[src/rtl/bcd_lap_stopwatch.sv]
// N-digit BCD lap stopwatch: debounced buttons, run/pause/lap/clear FSM, prescaled counter, 7-segment scanner.
// Optional macro BLINK_PAUSE_EN blanks seg/dp during the second half of each blink period while paused.

module bcd_lap_stopwatch_debounce #(
    parameter int DEBOUNCE_CYC = 120000
) (
    input  logic clk,
    input  logic rst_n,
    input  logic btn_raw,
    output logic press
);
    localparam int DW = (DEBOUNCE_CYC > 1) ? $clog2(DEBOUNCE_CYC) : 1;

    logic          sync1_q, sync2_q;
    logic          level_q, level_d;
    logic          press_q, press_d;
    logic [DW-1:0] stab_q, stab_d;

    // Accept a new level only after it has differed from the current one for DEBOUNCE_CYC samples
    always_comb begin
        level_d = level_q;
        stab_d  = stab_q;
        if (sync2_q == level_q) begin
            stab_d = '0;
        end else if (stab_q == DW'(DEBOUNCE_CYC - 1)) begin
            level_d = sync2_q;
            stab_d  = '0;
        end else begin
            stab_d = stab_q + DW'(1);
        end
        press_d = level_d & ~level_q;
    end

    // Synchroniser, debounced level and press pulse registers
    always_ff @(posedge clk or negedge rst_n) begin
        if (!rst_n) begin
            sync1_q <= 1'b0;
            sync2_q <= 1'b0;
            level_q <= 1'b0;
            stab_q  <= '0;
            press_q <= 1'b0;
        end else begin
            sync1_q <= btn_raw;
            sync2_q <= sync1_q;
            level_q <= level_d;
            stab_q  <= stab_d;
            press_q <= press_d;
        end
    end

    assign press = press_q;
endmodule

module bcd_lap_stopwatch #(
    parameter int CLK_HZ       = 12000000,
    parameter int TICK_HZ      = 100,
    parameter int NUM_DIGITS   = 6,
    parameter int DEBOUNCE_CYC = 120000,
    parameter int SCAN_CYC     = 12000
) (
    input  logic                    clk,
    input  logic                    rst_n,
    input  logic                    ss_btn,
    input  logic                    lap_btn,
    output logic [6:0]              seg,
    output logic                    dp,
    output logic [NUM_DIGITS-1:0]   an,
    output logic [4*NUM_DIGITS-1:0] bcd,
    output logic                    running,
    output logic                    ovf
);
    localparam int PDIV = CLK_HZ / TICK_HZ;
    localparam int PW   = (PDIV > 1) ? $clog2(PDIV) : 1;
    localparam int SW   = (SCAN_CYC > 1) ? $clog2(SCAN_CYC) : 1;
    localparam int DIGW = $clog2(NUM_DIGITS);
    localparam int BW   = 4 * NUM_DIGITS;

    typedef enum logic [2:0] {
        ST_IDLE    = 3'd0,
        ST_RUN     = 3'd1,
        ST_LAP     = 3'd2,
        ST_PAUSE_R = 3'd3,
        ST_PAUSE_L = 3'd4
    } state_t;

    function automatic logic [3:0] digit_max(input int idx);
        if (idx < 2) begin
            return 4'd9;
        end else if ((idx % 2) == 0) begin
            return 4'd9;
        end else begin
            return 4'd5;
        end
    endfunction

    function automatic logic [6:0] seg_decode(input logic [3:0] v);
        case (v)
            4'd0:    return 7'h3F;
            4'd1:    return 7'h06;
            4'd2:    return 7'h5B;
            4'd3:    return 7'h4F;
            4'd4:    return 7'h66;
            4'd5:    return 7'h6D;
            4'd6:    return 7'h7D;
            4'd7:    return 7'h07;
            4'd8:    return 7'h7F;
            4'd9:    return 7'h6F;
            default: return 7'h00;
        endcase
    endfunction

    state_t            state_q, state_d;
    logic [PW-1:0]     presc_q, presc_d;
    logic [BW-1:0]     cnt_q, cnt_d, lap_q, lap_d, bcd_q, bcd_d, inc_s;
    logic              ovf_q, ovf_d, running_q, running_d;
    logic [SW-1:0]     scan_q, scan_d;
    logic [DIGW-1:0]   dig_q, dig_d;
    logic [NUM_DIGITS-1:0] an_q, an_d;
    logic [6:0]        seg_q, seg_d;
    logic              dp_q, dp_d;
    logic              ss_press_s, lap_press_s, run_s, tick_s, carry_s, wrap_s;
    logic              lap_cap_s, clear_s;
    logic [3:0]        digit_s;

    bcd_lap_stopwatch_debounce #(.DEBOUNCE_CYC(DEBOUNCE_CYC)) u_db_ss (
        .clk(clk), .rst_n(rst_n), .btn_raw(ss_btn), .press(ss_press_s)
    );
    bcd_lap_stopwatch_debounce #(.DEBOUNCE_CYC(DEBOUNCE_CYC)) u_db_lap (
        .clk(clk), .rst_n(rst_n), .btn_raw(lap_btn), .press(lap_press_s)
    );

    // Next state per press pulse; start/stop takes priority over lap
    always_comb begin
        state_d   = state_q;
        lap_cap_s = 1'b0;
        clear_s   = 1'b0;
        case (state_q)
            ST_IDLE: begin
                if (ss_press_s) state_d = ST_RUN;
                else            state_d = ST_IDLE;
            end
            ST_RUN: begin
                if (ss_press_s) begin
                    state_d = ST_PAUSE_R;
                end else if (lap_press_s) begin
                    state_d   = ST_LAP;
                    lap_cap_s = 1'b1;
                end else begin
                    state_d = ST_RUN;
                end
            end
            ST_LAP: begin
                if (ss_press_s)       state_d = ST_PAUSE_L;
                else if (lap_press_s) state_d = ST_RUN;
                else                  state_d = ST_LAP;
            end
            ST_PAUSE_R, ST_PAUSE_L: begin
                if (ss_press_s) begin
                    state_d = (state_q == ST_PAUSE_R) ? ST_RUN : ST_LAP;
                end else if (lap_press_s) begin
                    state_d = ST_IDLE;
                    clear_s = 1'b1;
                end else begin
                    state_d = state_q;
                end
            end
            default: state_d = ST_IDLE;
        endcase
    end

    // Ripple BCD increment with mixed 10/6 moduli; a carry out of the top digit is a wrap
    always_comb begin
        run_s   = (state_q == ST_RUN) || (state_q == ST_LAP);
        tick_s  = run_s && (presc_q == PW'(PDIV - 1));
        carry_s = tick_s;
        inc_s   = cnt_q;
        for (int i = 0; i < NUM_DIGITS; i++) begin
            if (carry_s) begin
                if (cnt_q[4*i +: 4] == digit_max(i)) begin
                    inc_s[4*i +: 4] = 4'd0;
                end else begin
                    inc_s[4*i +: 4] = cnt_q[4*i +: 4] + 4'd1;
                    carry_s         = 1'b0;
                end
            end else begin
                inc_s[4*i +: 4] = cnt_q[4*i +: 4];
            end
        end
        wrap_s = carry_s;
    end

    // Prescaler, count, lap snapshot, overflow and displayed value
    always_comb begin
        if (state_d == ST_IDLE)  presc_d = '0;
        else if (tick_s)         presc_d = '0;
        else if (run_s)          presc_d = presc_q + PW'(1);
        else                     presc_d = presc_q;

        if (clear_s)             cnt_d = '0;
        else if (tick_s)         cnt_d = inc_s;
        else                     cnt_d = cnt_q;

        if (clear_s)             lap_d = '0;
        else if (lap_cap_s)      lap_d = cnt_q;
        else                     lap_d = lap_q;

        if (clear_s)             ovf_d = 1'b0;
        else if (wrap_s)         ovf_d = 1'b1;
        else                     ovf_d = ovf_q;

        if ((state_q == ST_LAP) || (state_q == ST_PAUSE_L)) bcd_d = lap_q;
        else                                                 bcd_d = cnt_q;

        running_d = (state_d == ST_RUN) || (state_d == ST_LAP);
    end

`ifdef BLINK_PAUSE_EN
    localparam int BLINK_TICKS = (TICK_HZ / 2 > 1) ? TICK_HZ / 2 : 2;
    localparam int BLW         = $clog2(BLINK_TICKS);

    logic [PW-1:0]  blk_presc_q, blk_presc_d;
    logic [BLW-1:0] blk_cnt_q, blk_cnt_d;
    logic           paused_s, blk_tick_s, blank_s;

    // Private tick generator for blinking; the main prescaler stays frozen while paused
    always_comb begin
        paused_s   = (state_q == ST_PAUSE_R) || (state_q == ST_PAUSE_L);
        blk_tick_s = paused_s && (blk_presc_q == PW'(PDIV - 1));
        if (!paused_s)       blk_presc_d = '0;
        else if (blk_tick_s) blk_presc_d = '0;
        else                 blk_presc_d = blk_presc_q + PW'(1);
        if (!paused_s)                                    blk_cnt_d = '0;
        else if (blk_tick_s && (blk_cnt_q == BLW'(BLINK_TICKS - 1))) blk_cnt_d = '0;
        else if (blk_tick_s)                              blk_cnt_d = blk_cnt_q + BLW'(1);
        else                                              blk_cnt_d = blk_cnt_q;
        blank_s = paused_s && (blk_cnt_q >= BLW'(BLINK_TICKS / 2));
    end

    // Blink counters
    always_ff @(posedge clk or negedge rst_n) begin
        if (!rst_n) begin
            blk_presc_q <= '0;
            blk_cnt_q   <= '0;
        end else begin
            blk_presc_q <= blk_presc_d;
            blk_cnt_q   <= blk_cnt_d;
        end
    end
`endif

    // Digit scan; seg/dp are computed for the next enabled digit so they change together with an
    always_comb begin
        if (scan_q == SW'(SCAN_CYC - 1)) begin
            scan_d = '0;
            if (dig_q == DIGW'(NUM_DIGITS - 1)) dig_d = '0;
            else                                 dig_d = dig_q + DIGW'(1);
        end else begin
            scan_d = scan_q + SW'(1);
            dig_d  = dig_q;
        end
        an_d    = {{(NUM_DIGITS-1){1'b0}}, 1'b1} << dig_d;
        digit_s = bcd_q[4*int'(dig_d) +: 4];
`ifdef BLINK_PAUSE_EN
        seg_d = blank_s ? 7'h00 : seg_decode(digit_s);
        dp_d  = blank_s ? 1'b0 : ((dig_d[0] == 1'b0) && (dig_d != {DIGW{1'b0}}));
`else
        seg_d = seg_decode(digit_s);
        dp_d  = (dig_d[0] == 1'b0) && (dig_d != {DIGW{1'b0}});
`endif
    end

    // All state and output registers
    always_ff @(posedge clk or negedge rst_n) begin
        if (!rst_n) begin
            state_q   <= ST_IDLE;
            presc_q   <= '0;
            cnt_q     <= '0;
            lap_q     <= '0;
            ovf_q     <= 1'b0;
            bcd_q     <= '0;
            running_q <= 1'b0;
            scan_q    <= '0;
            dig_q     <= '0;
            an_q      <= {{(NUM_DIGITS-1){1'b0}}, 1'b1};
            seg_q     <= 7'h3F;
            dp_q      <= 1'b0;
        end else begin
            state_q   <= state_d;
            presc_q   <= presc_d;
            cnt_q     <= cnt_d;
            lap_q     <= lap_d;
            ovf_q     <= ovf_d;
            bcd_q     <= bcd_d;
            running_q <= running_d;
            scan_q    <= scan_d;
            dig_q     <= dig_d;
            an_q      <= an_d;
            seg_q     <= seg_d;
            dp_q      <= dp_d;
        end
    end

    assign seg     = seg_q;
    assign dp      = dp_q;
    assign an      = an_q;
    assign bcd     = bcd_q;
    assign running = running_q;
    assign ovf     = ovf_q;
endmodule

[config.mk]
export PLATFORM = sky130hd
export DESIGN_NAME = bcd_lap_stopwatch
export DESIGN_NICKNAME = d
export VERILOG_FILES = /design/src/rtl/bcd_lap_stopwatch.sv
export SDC_FILE = /design/constraint.sdc
export NUM_CORES = 1
export LEC_CHECK = 0
export BUFFER_PORTS_ARGS = -buffer_cell sky130_fd_sc_hd__buf_2
export CAP_MARGIN = 20
export CORE_MARGIN = 8
export CORE_UTILIZATION = 46
export CTS_CLUSTER_DIAMETER = 80
export DETAILED_ROUTE_END_ITERATION = 10
export HOLD_SLACK_MARGIN = 0.02
export MAX_ROUTING_LAYER = met4
export PLACE_DENSITY = 0.66
export SLEW_MARGIN = 20
export SYNTH_ARGS = -nofsm -noshare
export SYNTH_HDL_FRONTEND = slang
export SYNTH_SLANG_ARGS = --single-unit
[constraint.sdc]
create_clock -name clk -period 3.88 [get_ports clk]
set_input_delay 0.582 -clock clk [delete_from_list [all_inputs] [get_ports clk]]
set_output_delay 0.582 -clock clk [all_outputs]
set_load 0.02 [all_outputs]
## Word-level counts from Yosys, hierarchy flattened

Memory sizes are Yosys's and may differ from the RTL's. A register that Yosys moved wholly into a read port is not among the register bits.
Index checks and enable logic that the tools add are counted.

- Bits in registers: 160
- ROM bits: 112
- Output and inout port bits: 40
- Logic and storage cells: 151
- Memories: 1

- $add $sub $neg: 11
- Equality and inequality tests: 19
- Shift-type cells: 2
- Mux-type cells: 63
- Bitwise operators: 5
- Reductions and logical operators: 24

Memories:

| name | depth | width | read ports | clocked after Yosys merged registers in | write ports | line | RTL |
|---|---|---|---|---|---|---|---|
| (name not given) | 16 | 7 | 1 | 1 | 0 | 97 | `case (v)` |

Operators by type and width:

| cell | count |
|---|---|
| $mux 24 | 5 |
| $mux 17 | 7 |
| $mux 4 | 17 |
| $add 17x1->17 const B | 3 |
| $eq 17x17->1 const B | 3 |
| $add 4x1->4 const B | 6 |
| $eq 4x4->1 | 6 |
| $shiftx 24x6->4 | 1 |
| $mux 1 | 23 |
| $reduce_bool 2->1 | 8 |
| $mux 3 | 5 |
| $add 14x1->14 const B | 1 |
| $eq 14x14->1 const B | 1 |
| $mux 14 | 1 |
| $pmux 3 s4 | 1 |
| $reduce_and 2->1 | 5 |
| $eq 3x2->1 const B | 3 |
| $mux 2 | 4 |
| $eq 3x1->1 const B | 2 |
| $eq 3x3->1 const B | 2 |
| $logic_not 3->1 | 2 |
| $reduce_bool 3->1 | 2 |
| $shl 1x3->6 const A | 1 |
| $add 3x1->3 const B | 1 |
| other kinds (7) | 14 |

## Logic depth before layout (Yosys ltp)

Gate-level depths: netlist of run 1.

- Depth after elaboration: 29
- Mapped depth: 13

## Cells and area by module

From an unflattened synthesis of run 1, not the netlist that was laid out.

- Cells, all modules: 812
- Area total of the unflattened synthesis: 8281.7 µm²

Modules (own cells, without submodules):

| module | times used | cells an instance | area an instance (µm²) |
|---|---|---|---|
| bcd_lap_stopwatch | 1 | 626 | 6297.3 |
| bcd_lap_stopwatch_debounce | 2 | 93 | 992.2 |

## Least setup slack after synthesis of run 1

OpenSTA, ideal clock, no wires.

- Path kind: flip-flop to flip-flop
- From: reg scan_q[5]
- To: reg seg_q[6] (netlist: seg[6])
- Setup time: 0.076 ns
- Data arrival time: 2.996 ns
- Path slack: 0.807 ns
- Cell stages (with the launch flop): 11
- Clock period less this slack: 3.073 ns
- Cells stage by stage: dfrtp_1 > or4b_4 > nor4_2 > mux4_1 > nor2b_1 > o21ai_4 > inv_1 > ha_1 > a21oi_1 > o21ba_2 > o21ai_1

- Word-level cells in the longest chain between the ends: 3

RTL lines:

| item | line | RTL |
|---|---|---|
| start: declaration | 116 | `logic [SW-1:0] scan_q, scan_d;` |
| start signal: assignment | 295 | `scan_q <= scan_d;` |
| $eq 14x14->1 | 253 | `if (scan_q == SW'(SCAN_CYC - 1)) begin` |
| $mux 3 | 253 |  |
| $shiftx 24x6->4 | 262 | `digit_s = bcd_q[4*int'(dig_d) +: 4];` |
| end: declaration | 119 | `logic [6:0] seg_q, seg_d;` |

Every way passes these cells.
A chain may end at the register's enable or synchronous reset.

## Worst setup path after layout of run 1

Ends and elaborated chain as after synthesis.

==> metrics.md, run 1 <==
| Metric | Value |
|---|---|
| Outcome | finished, final reports clean |
| Critical-path maximum fanout | 29 |
| Startpoint Class | register |
| Min-Delay Path Class | primary input to asynchronous set/reset pin |
| Synth warn | 0 |
| Worst Setup Path Type | register to register |
| CTS tree | built |
| Syn Inst Count | about 780 |
| Clk buf depth | 2 |
| CP Data Required Time | roughly 4200 ps |
| TritonCTS buffer count | 17 |
| Post_cts resized | 0 |
| Power Dens Cells | roughly 390 mW/mm2 |
| Final hold slack | roughly 150 ps |
| Die X | 148 um |
| DRT antenna net count | 0 |
| DIE HEIGHT | ~150 um |
| Ports | 44 |
| Global-route wire length before repair | 28.3 mm |
| Syn_nets | about 790 |
| DP Wirelength | between 10 and 15 mm |
| Min cycle time layout | about 3100 ps |
| Clk slew on worst S/H paths | 70 ps |
| Clk_skew | 9.12 ps |
| Flops & latches, synth | 167 |
| Synthesized area per cell | around 10 um2 |
| Ys flop type | dfrtp_1 |
| Largest net degree at the start of global routing | 74 |
| Vias in the first global route | about 5600 |
| Filler cell count | roughly 1500 |
| TritonCTS Sinks | about 170 |
| F_max | ~0.32 GHz |
| Synthesized area | around 0.008 mm2 |
| Vias per cell | between 5 and 6 |
| Std-Cell Rows | 48 |
| Max VDD drop | about 330 uV |
| Crit. End Element | register |
| Leakage | about 0.0042 uW |
| Worst slew margin | 52.0% |
| Max-cap violation count | 0 |
| N_diodes | 0 |
| Worst Tran Pin Value | about 700 ps |
| Clk_lat worst skew | 420 ps |
| Post-synthesis cell type count | just over 70 |
| Total wire length | ~16 mm |
| Port Buf Inserts | 43 |
| Final hold violation count | 0 |
| Register area share after synthesis | about half |
| Avg WL per Cell | around 15 um |
| Period utilization | roughly four fifths |
| GR Overflow Total | 0 |
| Post-synth ARST share | 100% |
| Die footprint | 0.0220 mm2 |
| Initial core utilization | a little under half |
| Drt initial violations | 346 |
| Slew Limit Fails | 0 |
| Via count | between 5000 and 6000 |
| Total track usage | around 16% |
| Post-CTS Setup Inserts | 0 |
| Post-route DRC | 0 |
| RSZ-0062 raised after global routing | no |
| Initial antenna violation count | 0 |
| Final setup fails | 0 |
| Clk Tree Root Cell | clkbuf_16 |
| Post-route setup TNS | 0 ps |
| CP Data Arrival Time | 3490 ps |
| Layout area overhead | 13.3% |
| EDFF count, synth | 0 |
| First-pass detailed-route iteration total | 5 |
| Share of cells above drive strength 1 | between 15 and 20% |
| Hold_buf cts | 0 |
| Routability cong. | 0.842 |
| H-tree depth | 4 |
| Core area | around 0.017 mm2 |
| Final net count | around 830 |
flip-flops by register name, indices dropped and copies added (netlist names), 3 cells and up:
register	cells
scan_q	14
dig_q	3
u_db_lap.stab_q	17
presc_q	17
cnt_q	24
u_db_ss.stab_q	17
bcd	24
seg	7
state_q	3
an	6
lap_q	24
stage by stage:
stage	setup WS (ps)	cells	util [%]	power (uW)	area, um2
2_1_floorplan	807	777	-	1800	8060
3_3_place_gp	792	1023	49.4	1840	8520
3_5_place_dp	759	1023	49.4	1840	8520
4_1_cts	745	1055	53.0	3600	9130
5_1_grt	506	1055	53.0	3680	9130
6_report	744	1055	53.0	3550	9130
area by class of cell:
class	count	area [um2]	area share, %
Sequential cell	167	4190	45.9
Multi-Input combinational cell	564	3680	40.3
Clock buffer	18	439	4.81
Timing Repair Buffer	54	317	3.47
Tap cell	225	282	3.08
Clock inverter	14	174	1.90
Inverter	13	48.8	0.534
layer usage:
metal | up-vias | share of wire [%] | global-route usage, %
met3 | 11 | 5.7 | 4.04
li1 | 2805 | - | -
met2 | 128 | 45 | 23.2
met1 | 2758 | 49 | 22.1
met5 | - | 0 | -
met4 | 0 | 0.94 | 4.64
cells in the mapped netlist (4+ instances only):
library cell	n	area share (%)
dfrtp_1	160	50
nor2_1	93	4.3
nand2_1	66	3.1
xor2_1	46	5.0
nand3_1	40	2.5
a21oi_1	31	1.9
o21ai_0	30	1.9
mux2_2	27	3.8
nand4_1	22	1.7
clkbuf_1	21	0.98
xnor2_1	18	2.0
nor2b_1	17	1.3
a22o_1	16	1.7
mux2i_1	16	2.0
and3_1	14	1.1
nand2b_1	14	1.1
inv_1	12	0.56
and2_1	10	0.78
ha_1	10	1.6
or3_1	10	0.78
nor3_1	9	0.56
o21ai_1	8	0.50
dfstp_2	7	2.3
nor3b_1	6	0.56
nor4_1	6	0.47
nand4b_1	5	0.54
buf_1	4	0.19
buf_6	4	0.56
cell families (layout without fill, tap and decap cells):
kind of cell	count (synthesis)	in the layout	share of synthesized area, %
AND/OR/NAND/NOR	329	329	20.8
flip-flops	167	167	52.0
AO/OA/AOI/OAI	117	117	9.98
XOR/XNOR	64	64	6.96
buffers and inverters	46	99	2.61
multiplexers	44	44	6.09
adder cells (fa/ha/maj)	10	10	1.55
layout by cell type, fill, tap and decap left out, types with 16 or more instances in the layout:
cell type	count
xnor2_1	18
a22o_1	16
mux2i_1	16
dfrtp_1	160
nand2_1	66
nand4_1	22
buf_2	42
nor2_1	93
nand3_1	40
nor2b_1	16
mux2_2	27
clkbuf_16	17
o21ai_0	30
xor2_1	46
a21oi_1	30
critical path: stages (launching register included):
cell      delay [ps]
dfrtp_1          430
or4b_4           600
nor4_4           310
buf_4            370
mux2i_1          250
a211oi_2         110
a21oi_4          270
inv_1            120
ha_1             190
a21oi_1          140
o21ba_2          180
o21ai_1          100
power by group:
| part | switching (uW) | internal, uW | leakage [uW] |
|---|---|---|---|
| registers | 7.15 | 1750 | 0.00228 |
| clock network | 710 | 1040 | 0.000301 |
| logic | 42.1 | 10.9 | 0.00158 |
| total | 759 | 2790 | 0.00416 |
worst paths after layout:
kind / startpoint / endpoint / slack [ps] / cells past startpoint
min in group clk: ss_btn / u_db_ss.sync1_q$_DFF_PN0_ / 270 / 1
worst min-delay path: rst_n / u_db_ss.stab_q[10]$_DFF_PN0_ / 150 / 1
max in group asynchronous: rst_n / seg[2]$_DFF_PN1_ / 2900 / 2
worst min register to register: u_db_lap.sync1_q$_DFF_PN0_ / u_db_lap.sync2_q$_DFF_PN0_ / 350 / 0
worst max register to register: scan_q[5]$_DFF_PN0_ / seg[6]$_DFF_PN0_ / 740 / 11
worst max-delay path: scan_q[5]$_DFF_PN0_ / seg[6]$_DFF_PN0_ / 740 / 11
(Power assumes the default switching activity.)
==> inputs of run 2 (changes only) <==
Settings changed: PLACE_DENSITY 0.66 to 0.68.
Clock period 3.88 ns to 2.8 ns, I/O delays scaled along.
==> metrics.md, run 2 (synthesized netlist as in run 1, its figures left out) <==
| Metric | Value |
|---|---|
| Cell Area, Placed | 0.00869 mm2 (+2.0%) |
| Final net count | 859 (+3.4%) |
| Total track usage | 15.6% (-0.49 points) |
| Startpoint Class | register |
| Initial core utilization | 46.7% (unchanged) |
| Via count | 5831 (+2.3%) |
| CTS tree | built |
| Largest net degree at the start of global routing | 74 (unchanged) |
| Outcome | complete, but fails checks |
| Routability cong. | 0.906 (+7.6%) |
| Vias per cell | 5.38 (-0.38%) |
| Final worst setup slack | -69.6 ps (-814 ps) |
| Initial antenna violation count | 0 (unchanged) |
| Clk buf depth | 2 (unchanged) |
| Core area | 0.0172 mm2 (unchanged) |
| Power share of the combinational group | 1.6% (about the same) |
| Clk_lat worst skew | 420 ps (about the same) |
| Avg WL per Cell | 15.2 um (-0.61%) |
| First-pass detailed-route iteration total | 4 (-1) |
| Worst slew margin | 55.4% (+3.3 points) |
| Clk slew on worst S/H paths | 60 ps (about the same) |
| Clock power frac | 48.6% (-0.5 points) |
| Critical-path maximum fanout | 4 (-86%) |
| H-tree depth | 4 (unchanged) |
| DRT antenna net count | 0 (unchanged) |
| Post-layout instance area | 0.00943 mm2 (+3.2%) |
| Post-route setup TNS | -79.9 ps (-79.9 ps) |
| Die footprint | 0.0220 mm2 (unchanged) |
| Vias in the first global route | 5538 (-0.32%) |
| Port Buf Inserts | 43 (unchanged) |
| GR Overflow Total | 0 (unchanged) |
| Total net switching power | 970 uW (+28%) |
| Share of cells above drive strength 1 | 20.9% (+3.5 points) |
| Power Dens Cells | 518 mW/mm2 (+33%) |
| Crit. End Element | register |
| Most common cell after layout, fill and taps aside | dfrtp_1 |
| F_max | 0.348 GHz (+9.3%) |
| DIE HEIGHT | 148 um (unchanged) |
| Most frequent cells in the layout | 160 x dfrtp_1, 93 x nor2_1, 66 x nand2_1 |
| Post-route insts no fill | 1083 (+2.7%) |
| Worst Setup Path Type | register to register |
| DP Wirelength | 11.2 mm (+4.4%) |
| N_diodes | 0 (unchanged) |
| Layout area overhead | 17.0% |
| Min cycle time layout | 2870 ps (-266 ps) |
| Int Pwr | 3910 uW (+40%) |
| Max-cap violation count | 0 (unchanged) |
| Final setup fails | 3 (+3) |
| Final hold violation count | 0 (unchanged) |
| CP Data Arrival Time | 3210 ps (-280 ps) |
| Worst Tran Pin Value | 669 ps (-50.1 ps) |
| Std-Cell Rows | 48 (unchanged) |
| Period utilization | 102% (+22 points) |
| Pwr Total | 4880 uW (+37%) |
| CP Data Required Time | 3150 ps (-1080 ps) |
| Ports | 44 (unchanged) |
| Drt initial violations | 286 (-17%) |
| Max VDD drop | 500 uV (+54%) |
| Leakage | 0.00428 uW (+3.0%) |
| Clk_skew | 8.83 ps (-0.288 ps) |
| TritonCTS Sinks | 167 (unchanged) |
| Min-Delay Path Class | primary input to register |
| Post-route DRC | 0 (unchanged) |
| Failing checks | setup timing |
| Global-route wire length before repair | 27.5 mm (-3.0%) |
| RSZ-0062 raised after global routing | yes |
| Reg power frac | 49.9% (+0.5 points) |
| Clk Tree Root Cell | clkbuf_16 |
| Slew Limit Fails | 0 (unchanged) |
| Die X | 148 um (unchanged) |
| Dpl cells | 1042 (+1.9%) |
| Total wire length | 16.4 mm (+2.0%) |
| TritonCTS buffer count | 17 (unchanged) |
| Post-Route Utilization | 54.7% (+1.7 points) |
| Switching Fraction | 19.9% (-1.5 points) |
-- run 2: final cells by class --
| class | instances | area [um2] |
|---|---|---|
| Inverter | 13 | 48.8 |
| Timing Repair Buffer | 82 | 571 |
| Fill cell | 1483 | 7810 |
| Clock buffer | 24 | 482 |
| Multi-Input combinational cell | 564 | 3740 |
| Tap cell | 225 | 282 |
| Sequential cell | 167 | 4190 |
| Clock inverter | 8 | 120 |
-- run 2: final timing paths --
kind,cells past startpoint,startpoint,slack [ps],end
min in group asynchronous,2,rst_n,430,scan_q[3]$_DFF_PN0_
setup reg to reg,10,scan_q[12]$_DFF_PN0_,-70,seg[6]$_DFF_PN0_
setup / recovery,10,scan_q[12]$_DFF_PN0_,-70,seg[6]$_DFF_PN0_
hold / removal,1,ss_btn,100,u_db_ss.sync1_q$_DFF_PN0_
max in group asynchronous,3,rst_n,1700,u_db_lap.sync2_q$_DFF_PN0_
hold reg to reg,0,u_db_lap.sync1_q$_DFF_PN0_,350,u_db_lap.sync2_q$_DFF_PN0_
-- run 2: critical path, cell delays in order, from the launching register on --
cell and delay, ps:
dfrtp_1 390, or4b_4 590, nor4_4 280, mux4_2 550, nor2b_4 150, o21ai_4 180, inv_2 100, ha_4 180
a21oi_4 110, o21ba_2 170, o21ai_1 100
-- run 2: what timing repair did --
action,in CTS,in global routing
resized for setup,3,14
hold endpoints to repair,19,0
hold buffers,1,0
setup buffers,0,8
pin swaps,1,7
endpoints found under the setup margin,5,10
-- run 2: per-layer routing --
layer / track usage (%) / up-vias / wire [um]
li1: - / 2852 / -
met1: 21.2 / 2835 / 7990
met2: 22.8 / 124 / 7380
met3: 3.49 / 20 / 813
met4: 4.90 / 0 / 248
met5: - / - / 0
-- run 2: per-stage QoR --
| stage | hold slack [ps] | setup slack, ps |
|---|---|---|
| after floorplan | 124 | -93.2 |
| after global placement | 306 | 38.3 |
| after detailed placement | 312 | -35.6 |
| after CTS | 84.9 | -25.2 |
| after global routing | 87.1 | -152 |
| final | 105 | -69.6 |
-- run 2: power groups by stage --
stage / clock network (uW) / registers (uW) / logic (uW)
2_1_floorplan: 0 / 2480 / 17.3
3_3_place_gp: 0 / 2480 / 78.9
3_5_place_dp: 0 / 2480 / 80.0
4_1_cts: 2430 / 2430 / 81.2
5_1_grt: 2520 / 2430 / 90.3
6_report: 2370 / 2430 / 76.2
